===== config.mk =====
export PLATFORM = sky130hd
export DESIGN_NAME = add_pipe
export DESIGN_NICKNAME = d
export VERILOG_FILES = /design/src/rtl/add_pipe.sv
export SDC_FILE = /design/constraint.sdc
export NUM_CORES = 1
export LEC_CHECK = 0
export ABC_AREA = 1
export BUFFER_PORTS_ARGS = -buffer_cell sky130_fd_sc_hd__buf_4
export CORE_ASPECT_RATIO = 1.25
export CORE_UTILIZATION = 59
export CTS_CLUSTER_DIAMETER = 100
export DETAILED_ROUTE_END_ITERATION = 12
export PLACE_DENSITY = 0.8
export SYNTH_ARGS = -nofsm -noshare
export SYNTH_HDL_FRONTEND = slang
export SYNTH_SLANG_ARGS = --single-unit

===== constraint.sdc =====
create_clock -name clk -period 6.5 [get_ports clk]
set_input_delay 0 -clock clk [delete_from_list [all_inputs] [get_ports clk]]
set_output_delay 0 -clock clk [all_outputs]
set_load 0.005 [all_outputs]

===== src/rtl/add_pipe.sv =====
// Carry-segmented pipelined adder: one CW-bit chunk of the sum is resolved per rank, with valid/ready flow control.
// Optional macro ADD_PIPE_OUTPUT_FLOPS_EN adds a registered output rank after the final chunk add.
module add_pipe #(
    parameter int WIDTH  = 32,
    parameter int STAGES = 4
) (
    input  logic             clk,
    input  logic             rst,
    input  logic [WIDTH-1:0] a,
    input  logic [WIDTH-1:0] b,
    input  logic             in_valid,
    output logic             in_ready,
    output logic [WIDTH-1:0] c,
    output logic             carry_out,
    output logic             out_valid,
    input  logic             out_ready
);
    localparam int CW = WIDTH / STAGES;

    // Handshake: a transfer happens at a rising edge where valid && ready.
    // A rank is ready when it is empty or the rank after it is ready.
    // Ready is purely combinational from out_ready back to in_ready.

    // x_q[r] packs resolved sum chunks (top r chunks) above the remaining A
    // chunks, so the A chunk for rank r always sits in bits [CW-1:0].
    logic [WIDTH-1:0] x_q  [STAGES];
    logic [WIDTH-1:0] b_q  [STAGES];
    logic             cy_q [STAGES];
    logic             v_q  [STAGES];

    logic [CW:0]      ch   [STAGES];
    logic             rdy  [STAGES+1];
    logic             ready_last;
    logic [WIDTH-1:0] c_comb;
    logic             co_comb;

    always_comb begin
        for (int r = 0; r < STAGES; r++) begin
            ch[r] = {1'b0, x_q[r][CW-1:0]} + {1'b0, b_q[r][CW-1:0]} + {{CW{1'b0}}, cy_q[r]};
        end
        c_comb  = (x_q[STAGES-1] >> CW) | (WIDTH'(ch[STAGES-1][CW-1:0]) << (WIDTH - CW));
        co_comb = ch[STAGES-1][CW];
        rdy[STAGES] = ready_last;
        for (int r = STAGES - 1; r >= 0; r--) begin
            rdy[r] = !v_q[r] || rdy[r+1];
        end
    end

    assign in_ready = rdy[0];

    always_ff @(posedge clk or posedge rst) begin
        if (rst) begin
            for (int r = 0; r < STAGES; r++) begin
                v_q[r]  <= 1'b0;
                x_q[r]  <= '0;
                b_q[r]  <= '0;
                cy_q[r] <= 1'b0;
            end
        end else begin
            if (rdy[0]) begin
                v_q[0] <= in_valid;
                if (in_valid) begin
                    x_q[0]  <= a;
                    b_q[0]  <= b;
                    cy_q[0] <= 1'b0;
                end
            end
            for (int r = 1; r < STAGES; r++) begin
                if (rdy[r]) begin
                    v_q[r] <= v_q[r-1];
                    if (v_q[r-1]) begin
                        // Shift the freshly resolved chunk in at the top.
                        x_q[r]  <= (x_q[r-1] >> CW) | (WIDTH'(ch[r-1][CW-1:0]) << (WIDTH - CW));
                        b_q[r]  <= b_q[r-1] >> CW;
                        cy_q[r] <= ch[r-1][CW];
                    end
                end
            end
        end
    end

`ifdef ADD_PIPE_OUTPUT_FLOPS_EN
    logic             o_v;
    logic [WIDTH-1:0] o_c;
    logic             o_co;

    assign ready_last = !o_v || out_ready;

    always_ff @(posedge clk or posedge rst) begin
        if (rst) begin
            o_v  <= 1'b0;
            o_c  <= '0;
            o_co <= 1'b0;
        end else if (ready_last) begin
            o_v <= v_q[STAGES-1];
            if (v_q[STAGES-1]) begin
                o_c  <= c_comb;
                o_co <= co_comb;
            end
        end
    end

    assign out_valid = o_v;
    assign c         = o_c;
    assign carry_out = o_co;
`else
    assign ready_last = out_ready;
    assign out_valid  = v_q[STAGES-1];
    assign c          = c_comb;
    assign carry_out  = co_comb;
`endif

endmodule


==> results of run 1 <==
## final cells by class
class | count | area, sq um | area share
inverters | 59 | 229 | 0.0192
multi-input cells | 769 | 3570 | 0.300
repair buffers | 204 | 1770 | 0.149
clock buffers | 32 | 637 | 0.0535
flip-flops and latches | 215 | 5380 | 0.452
clock inverters | 3 | 40.0 | 0.00337
well taps | 212 | 265 | 0.0223
## per-layer routing
layer,vias up,wire length (um),GRT usage
met2,221,10900,0.485
met1,3771,9030,0.354
met5,-,0,0
met3,49,1090,0.0383
li1,3781,-,-
met4,0,641,0.0978
## stage by stage
| stage | util | cell area [sq um] |
|---|---|---|
| 2_1_floorplan | - | 9640 |
| 3_3_place_gp | 0.651 | 10300 |
| 3_5_place_dp | 0.651 | 10300 |
| 4_1_cts | 0.755 | 11900 |
| 5_1_grt | 0.755 | 11900 |
| 6_report | 0.755 | 11900 |
## worst register-to-register path, cell delays in order (launching register included)
cell and delay [ns]:
dfrtp_1 0.35, inv_1 0.08, nor2_4 0.13, nand3_1 0.14, nand2_2 0.08, buf_4 0.58
inv_2 0.52, nand3_1 0.17, o21ai_0 0.10
## kinds of logic (layout without fill, tap and decap cells)
| family | Yosys count | in the layout |
|---|---|---|
| compound gates | 89 | 89 |
| simple gates | 637 | 637 |
| xor+xnor | 7 | 7 |
| fa+ha+maj | 36 | 36 |
| flops | 215 | 215 |
| buf+inv | 138 | 298 |
## power breakdown
| part | switching [mW] | internal [mW] | total, mW | leakage, nW |
|---|---|---|---|---|
| combinational | 1.10 | 0.784 | 1.88 | 3.40 |
| sequential | 0.309 | 1.82 | 2.13 | 2.63 |
| clock | 0.487 | 0.710 | 1.20 | 0.336 |
| total | 1.89 | 3.32 | 5.21 | 6.36 |
## registers in the layout (all words and copies together) (netlist names)
name       count
x_q          128
b_q           80
cy_q           3
v_q            3
out_valid      1
## placed cells by master (no fill, tap or decap), types with 4 or more instances in the layout
| master | count |
|---|---|
| a21oi_1 | 43 |
| buf_4 | 108 |
| clkbuf_1 | 4 |
| clkbuf_16 | 21 |
| clkbuf_8 | 7 |
| dfrtp_1 | 215 |
| dlygate4sd3_1 | 96 |
| fa_1 | 7 |
| ha_1 | 29 |
| inv_1 | 55 |
| nand2_1 | 510 |
| nand3_1 | 66 |
| nand3b_1 | 10 |
| nor2_1 | 38 |
| o21ai_0 | 40 |
| or2_2 | 5 |
| xor2_1 | 4 |
## how the worst max path moves through the flow
stage | cells after the start | endpoint | startpoint | slack [ns]
2_1_floorplan | 1 | b_q[0] | rst | 0.62
3_3_place_gp | 8 | x_q[90] | out_valid | 4.38
3_5_place_dp | 8 | x_q[90] | out_valid | 4.28
4_1_cts | 6 | c[30] | x_q[0] | 4.14
5_1_grt | 8 | x_q[90] | out_valid | 3.96
6_report | 6 | c[30] | x_q[0] | 4.17
==> results.md, run 1 <==
- Max Clock Freq: around 0.43 GHz
- R2r endpoint: x_q[90]
- Most numerous cell in the Yosys netlist: nand2_1
- Post-route ant nets: 0
- Post-synth EDFFs: 0
- Gr ovfl total: 0
- CTS H-Tree Depth: 1
- Final Cycle Share: 0.358
- Period minus WS final: about 2.3 ns
- Port Buf Inserts: between 100 and 150
- Buf/Inv on CP: 1
- Area grow syn2layout: 23.5%
- Sink Count: 215
- Synth area leaders: dfrtp_1, nand2_1, ha_1
- Ys async rst share: 1.00
- Syn nets: 1226
- Commonest cells post-synth: nand2_1, dfrtp_1, nand3_1, inv_1, a21oi_1
- R2R Setup Slk: between 4 and 5 ns
- Mean post-synth cell area: 8.59 sq um
- Number of global-route vias before repair: roughly 7800
- Headroom to the max-slew limit: 0.312
- Skew final: between 0.01 and 0.015 ns
- WHS Endpoint: x_q[117]
- Routed WL: around 22 mm
- Post-cts resize count: 0
- Finished Layout Cells: 1494
- Clock Latency Late Sink: about 0.49 ns
- Wirelength per Cell: 14.5 um
- Layout cells sized above 1: 0.120
- CP startpoint kind: register
- Max-Cap Viols: 0
- Adder-Cell Fraction of Synth Area: 0.0522
- Detailed placement HPWL: between 10 and 15 mm
- Largest family of logic cells by synthesized area: simple AND/OR/NAND/NOR gates
- Post-Synth Simple-Gate Area: 0.265
- Die X: around 120 um
- Cells after synthesis: 1122
- Placed cell count: between 1000 and 1500
- Max clock buf depth: 3
- CTS tree: done
- CP cell instances: fa_1 > fa_1 > nand4_1 > nand3_1 > xor2_1 > buf_4
- WP data arrival: 2.33 ns
- Hold Startpoint: in_valid
- Fin worst setup slack: roughly 4.2 ns
- Static Leak: between 6 and 7 nW
- Post-synth top area share: 0.558
- Synth Area in Compound Gates: 0.0473
- Routed vias/inst: ~5.2
- Largest net degree at the start of global routing: ~130
- Slew @ Worst Pin: around 1.0 ns
- Yosys cell types: 30
- Power Density: 438 mW/mm^2
- Hold Path Cell Cnt: 3
- Post-Place Setup Slack: ~4.3 ns
- CP Capture Type: output pin
- Hold WC Path Type: in -> reg
- Initial antenna violation count: 0
- Root Buffer: clkbuf_16
- CP required: ~6.5 ns
- Syn Std Cell Area: 0.00964 sq mm
- CTS buffer count: 21
- Maximum vdd drop: around 220 uV
- Post CTS Setup Buffer Count: 0
- Crit-path slowest cell: fa_1
- Clock slew at reported path FFs: about 0.060 ns
- Most used DFF post-synth: dfrtp_1
- CTS Hold Bufs: 96
- Reg-to-Reg Start: out_valid
- I/O pins: around 100
- Via count: 7822
- Full die area: 0.0169 sq mm
- Status: completed
- Initial Utilization: 0.611
- Yosys reg bits: ~220
- Largest stage delay, worst path: roughly 0.48 ns
- Layout fillers: 1075
- Initial drt markers: 537
- Aggregate global-route resource usage: 0.278
- Tot Pwr: roughly 5.2 mW
- RePlAce Congestion: 0.816
- Fin Setup TNS: 0 ns
- Xor-xnor portion of the synthesized cell area: 0.00636
- Final hold violation count: 0
- Reg2Reg Depth: 8
- Site row count: just over 50
- Synth area leader: dfrtp_1
- Crit path kind: reg -> out
- Initial DRT Pass Iterations: 5
- Worst hold slack: between 0.02 and 0.025 ns
- Mux contribution to synthesized area: 0
- Final net count: around 1400
- ANT cells: 0
- Global-route wire length before repair: ~37 mm
- DRC Markers: 0
- Top delay family on crit path: adder cells
- Synth Warn #: 0
- RSZ-0062 raised after global routing: false
- # setup viols final: 0
- Post-synthesis sequential area ratio: 0.558
- CP dominant cell by count: fa_1
- Max Slew Vio Count: 0
- Worst-path maximum fanout: 3
- Core area: 0.0158 sq mm
- Die height: roughly 140 um
Power figures use the tool's default switching activity.
==> run 2, diff against run 1 <==
clock period = 2.3 ns   (was 6.5 ns; I/O delays follow)
==> results.md, run 2 (synthesized netlist as in run 1, its figures left out) <==
- Met3 Wirelength: 1.14 mm (+4.9%)
- Util after Layout: 0.769 (+0.0141)
- Reg2Reg Depth: 7 (-1)
- Via count: 7958 (+1.7%)
- RePlAce Congestion: 0.856 (+4.8%)
- Post-route ant nets: 0 (unchanged)
- Headroom to the max-slew limit: 0.511 (+0.199)
- Most flops, register: x_q
- CTS H-Tree Depth: 1 (unchanged)
- Metal-1 WL: 9.31 mm (+3.2%)
- Initial DRT Pass Iterations: 5 (unchanged)
- Layout fillers: 1033 (-3.9%)
- WP data arrival: 2.21 ns (-0.12 ns)
- Commonest cells after routing, fill and taps aside: nand2_1, dfrtp_1, buf_4
- Port Buf Inserts: 102 (unchanged)
- Slew @ Worst Pin: 0.733 ns (-0.299 ns)
- Clock slew at reported path FFs: 0.06 ns (about the same)
- Final net count: 1391 (+1.2%)
- Routed vias/inst: 5.26 (+0.39%)
- Final Cycle Share: 0.962
- Commonest non-fill, non-tap cell in the layout: nand2_1
- Detailed placement HPWL: 13.4 mm (+7.6%)
- Final hold violation count: 0 (unchanged)
- I/O pins: 103 (unchanged)
- Setup crit start: x_q[0]
- Finished Layout Cells: 1514 (+1.3%)
- Root Buffer: clkbuf_16
- Aggregate global-route resource usage: 0.284 (+0.00555)
- Hold WC Path Type: in -> reg
- Period minus WS final: about 2.2 ns
- Skew final: 0.0113 ns (+0.000397 ns)
- Max clock buf depth: 3 (unchanged)
- Status: completed
- Reg-to-Reg Start: out_valid
- Largest stage delay, worst path: 0.41 ns (-0.07 ns)
- CTS buffer count: 21 (unchanged)
- RSZ-0062 raised after global routing: false
- Wirelength per Cell: 14.9 um (+2.9%)
- Max Clock Freq: roughly 0.45 GHz
- Regs by FF count: x_q: 128 flops, b_q: 80 flops
- Number of global-route vias before repair: 7795 (+0.36%)
- Post CTS Setup Buffer Count: 0 (unchanged)
- Worst-path maximum fanout: 3 (unchanged)
- Die height: 145 um (unchanged)
- Gr ovfl total: 0 (unchanged)
- Critical path endpoint: c[30]
- Site row count: 51 (unchanged)
- Global-route wire length before repair: 37.0 mm (+0.69%)
- Max reg flops: 128 (unchanged)
- R2r endpoint: x_q[107]
- Placed cell count: 1380 (+1.2%)
- Area grow syn2layout: 25.8%
- Crit-path slowest cell: fa_2
- Post-Place Setup Slack: 0.392 ns (-3.88 ns)
- Fin Setup TNS: 0 ns (unchanged)
- Static Leak: 6.48 nW (+1.8%)
- Die X: 116 um (unchanged)
- CP Capture Type: output pin
- Routed WL: 22.6 mm (+4.3%)
- Core area: 0.0158 sq mm (unchanged)
- Clock Latency Late Sink: 0.50 ns (about the same)
- CP dominant cell by count: fa_2
- CP required: 2.30 ns (-4.20 ns)
- Initial drt markers: 464 (-14%)
- CP startpoint kind: register
- CP cell instances: fa_2 > fa_2 > nand4_1 > nand3_1 > xor2_1 > buf_4
- Initial Utilization: 0.611 (unchanged)
- Crit path kind: reg -> out
- Full die area: 0.0169 sq mm (unchanged)
- R2R Setup Slk: 0.30 ns (-3.92 ns)
- Max layer used: met4
- Max-Cap Viols: 0 (unchanged)
- Sink Count: 215 (unchanged)
- Maximum vdd drop: 596 uV (+170%)
- Initial antenna violation count: 0 (unchanged)
- Met2 Routed Length: 11.4 mm (+4.7%)
- DRC Markers: 0 (unchanged)
- # setup viols final: 0 (unchanged)
- Fin worst setup slack: 0.0867 ns (-4.09 ns)
- Max Slew Vio Count: 0 (unchanged)
- Largest net degree at the start of global routing: 52 (-61%)
- CTS tree: done
- Layout cells sized above 1: 0.136 (+0.0159)
- Power Density: 1230 mW/mm^2 (+180%)
run 2: power breakdown:
part / switching [mW] / leakage, nW / total (mW) / internal (mW)
combinational: 3.17 / 3.50 / 5.45 / 2.28
clock: 1.44 / 0.350 / 3.47 / 2.03
sequential: 0.865 / 2.63 / 6.01 / 5.15
total: 5.48 / 6.48 / 14.9 / 9.46
run 2: how the worst min path moves through the flow:
stage / from / endpoint / depth (start not counted)
floorplan: out_ready / out_valid / 1
global placement: rst / x_q[13] / 2
detailed placement: rst / x_q[126] / 2
CTS: in_valid / x_q[99] / 3
global route: in_valid / x_q[124] / 3
finish: in_valid / x_q[115] / 3
run 2: per-layer routing:
metal | vias up | global-route usage
met2 | 276 | 0.490
met4 | 0 | 0.115
met5 | - | 0
met1 | 3800 | 0.358
met3 | 65 | 0.0408
li1 | 3817 | -
run 2: worst max-delay path, delay by kind of cell (launching register included):
family | cells | cell delay, ns
adder cells (fa/ha/maj) | 2 | 0.79
XOR/XNOR | 1 | 0.17
buffers and inverters | 1 | 0.14
flip-flops | 1 | 0.40
AND/OR/NAND/NOR | 2 | 0.22
run 2: repair_timing:
item / CTS / global route
hold buffers: 96 / 0
endpoints found under the hold margin: 95 / 0
endpoints found under the setup margin: 2 / 3
gates resized for setup: 1 / 1
run 2: area by class of cell:
class	count	area, sq um	share of cell area
sequential	215	5380	0.444
multi-input combinational	769	3580	0.295
timing repair buffer	221	1970	0.163
clock buffer	27	588	0.0485
tap	212	265	0.0219
inverter	59	225	0.0186
clock inverter	10	104	0.00857
antenna	1	2.50	0.000206
run 2: through the flow:
| step | hold WS, ns | area, sq um | power [mW] |
|---|---|---|---|
| detailed placement | 0.147 | 10500 | 11.2 |
| finish | 0.0182 | 12100 | 14.9 |
| global placement | 0.134 | 10500 | 11.0 |
| floorplan | 0.109 | 9640 | 9.90 |
| global route | 0.0433 | 12100 | 16.0 |
| CTS | 0.00274 | 12100 | 14.9 |
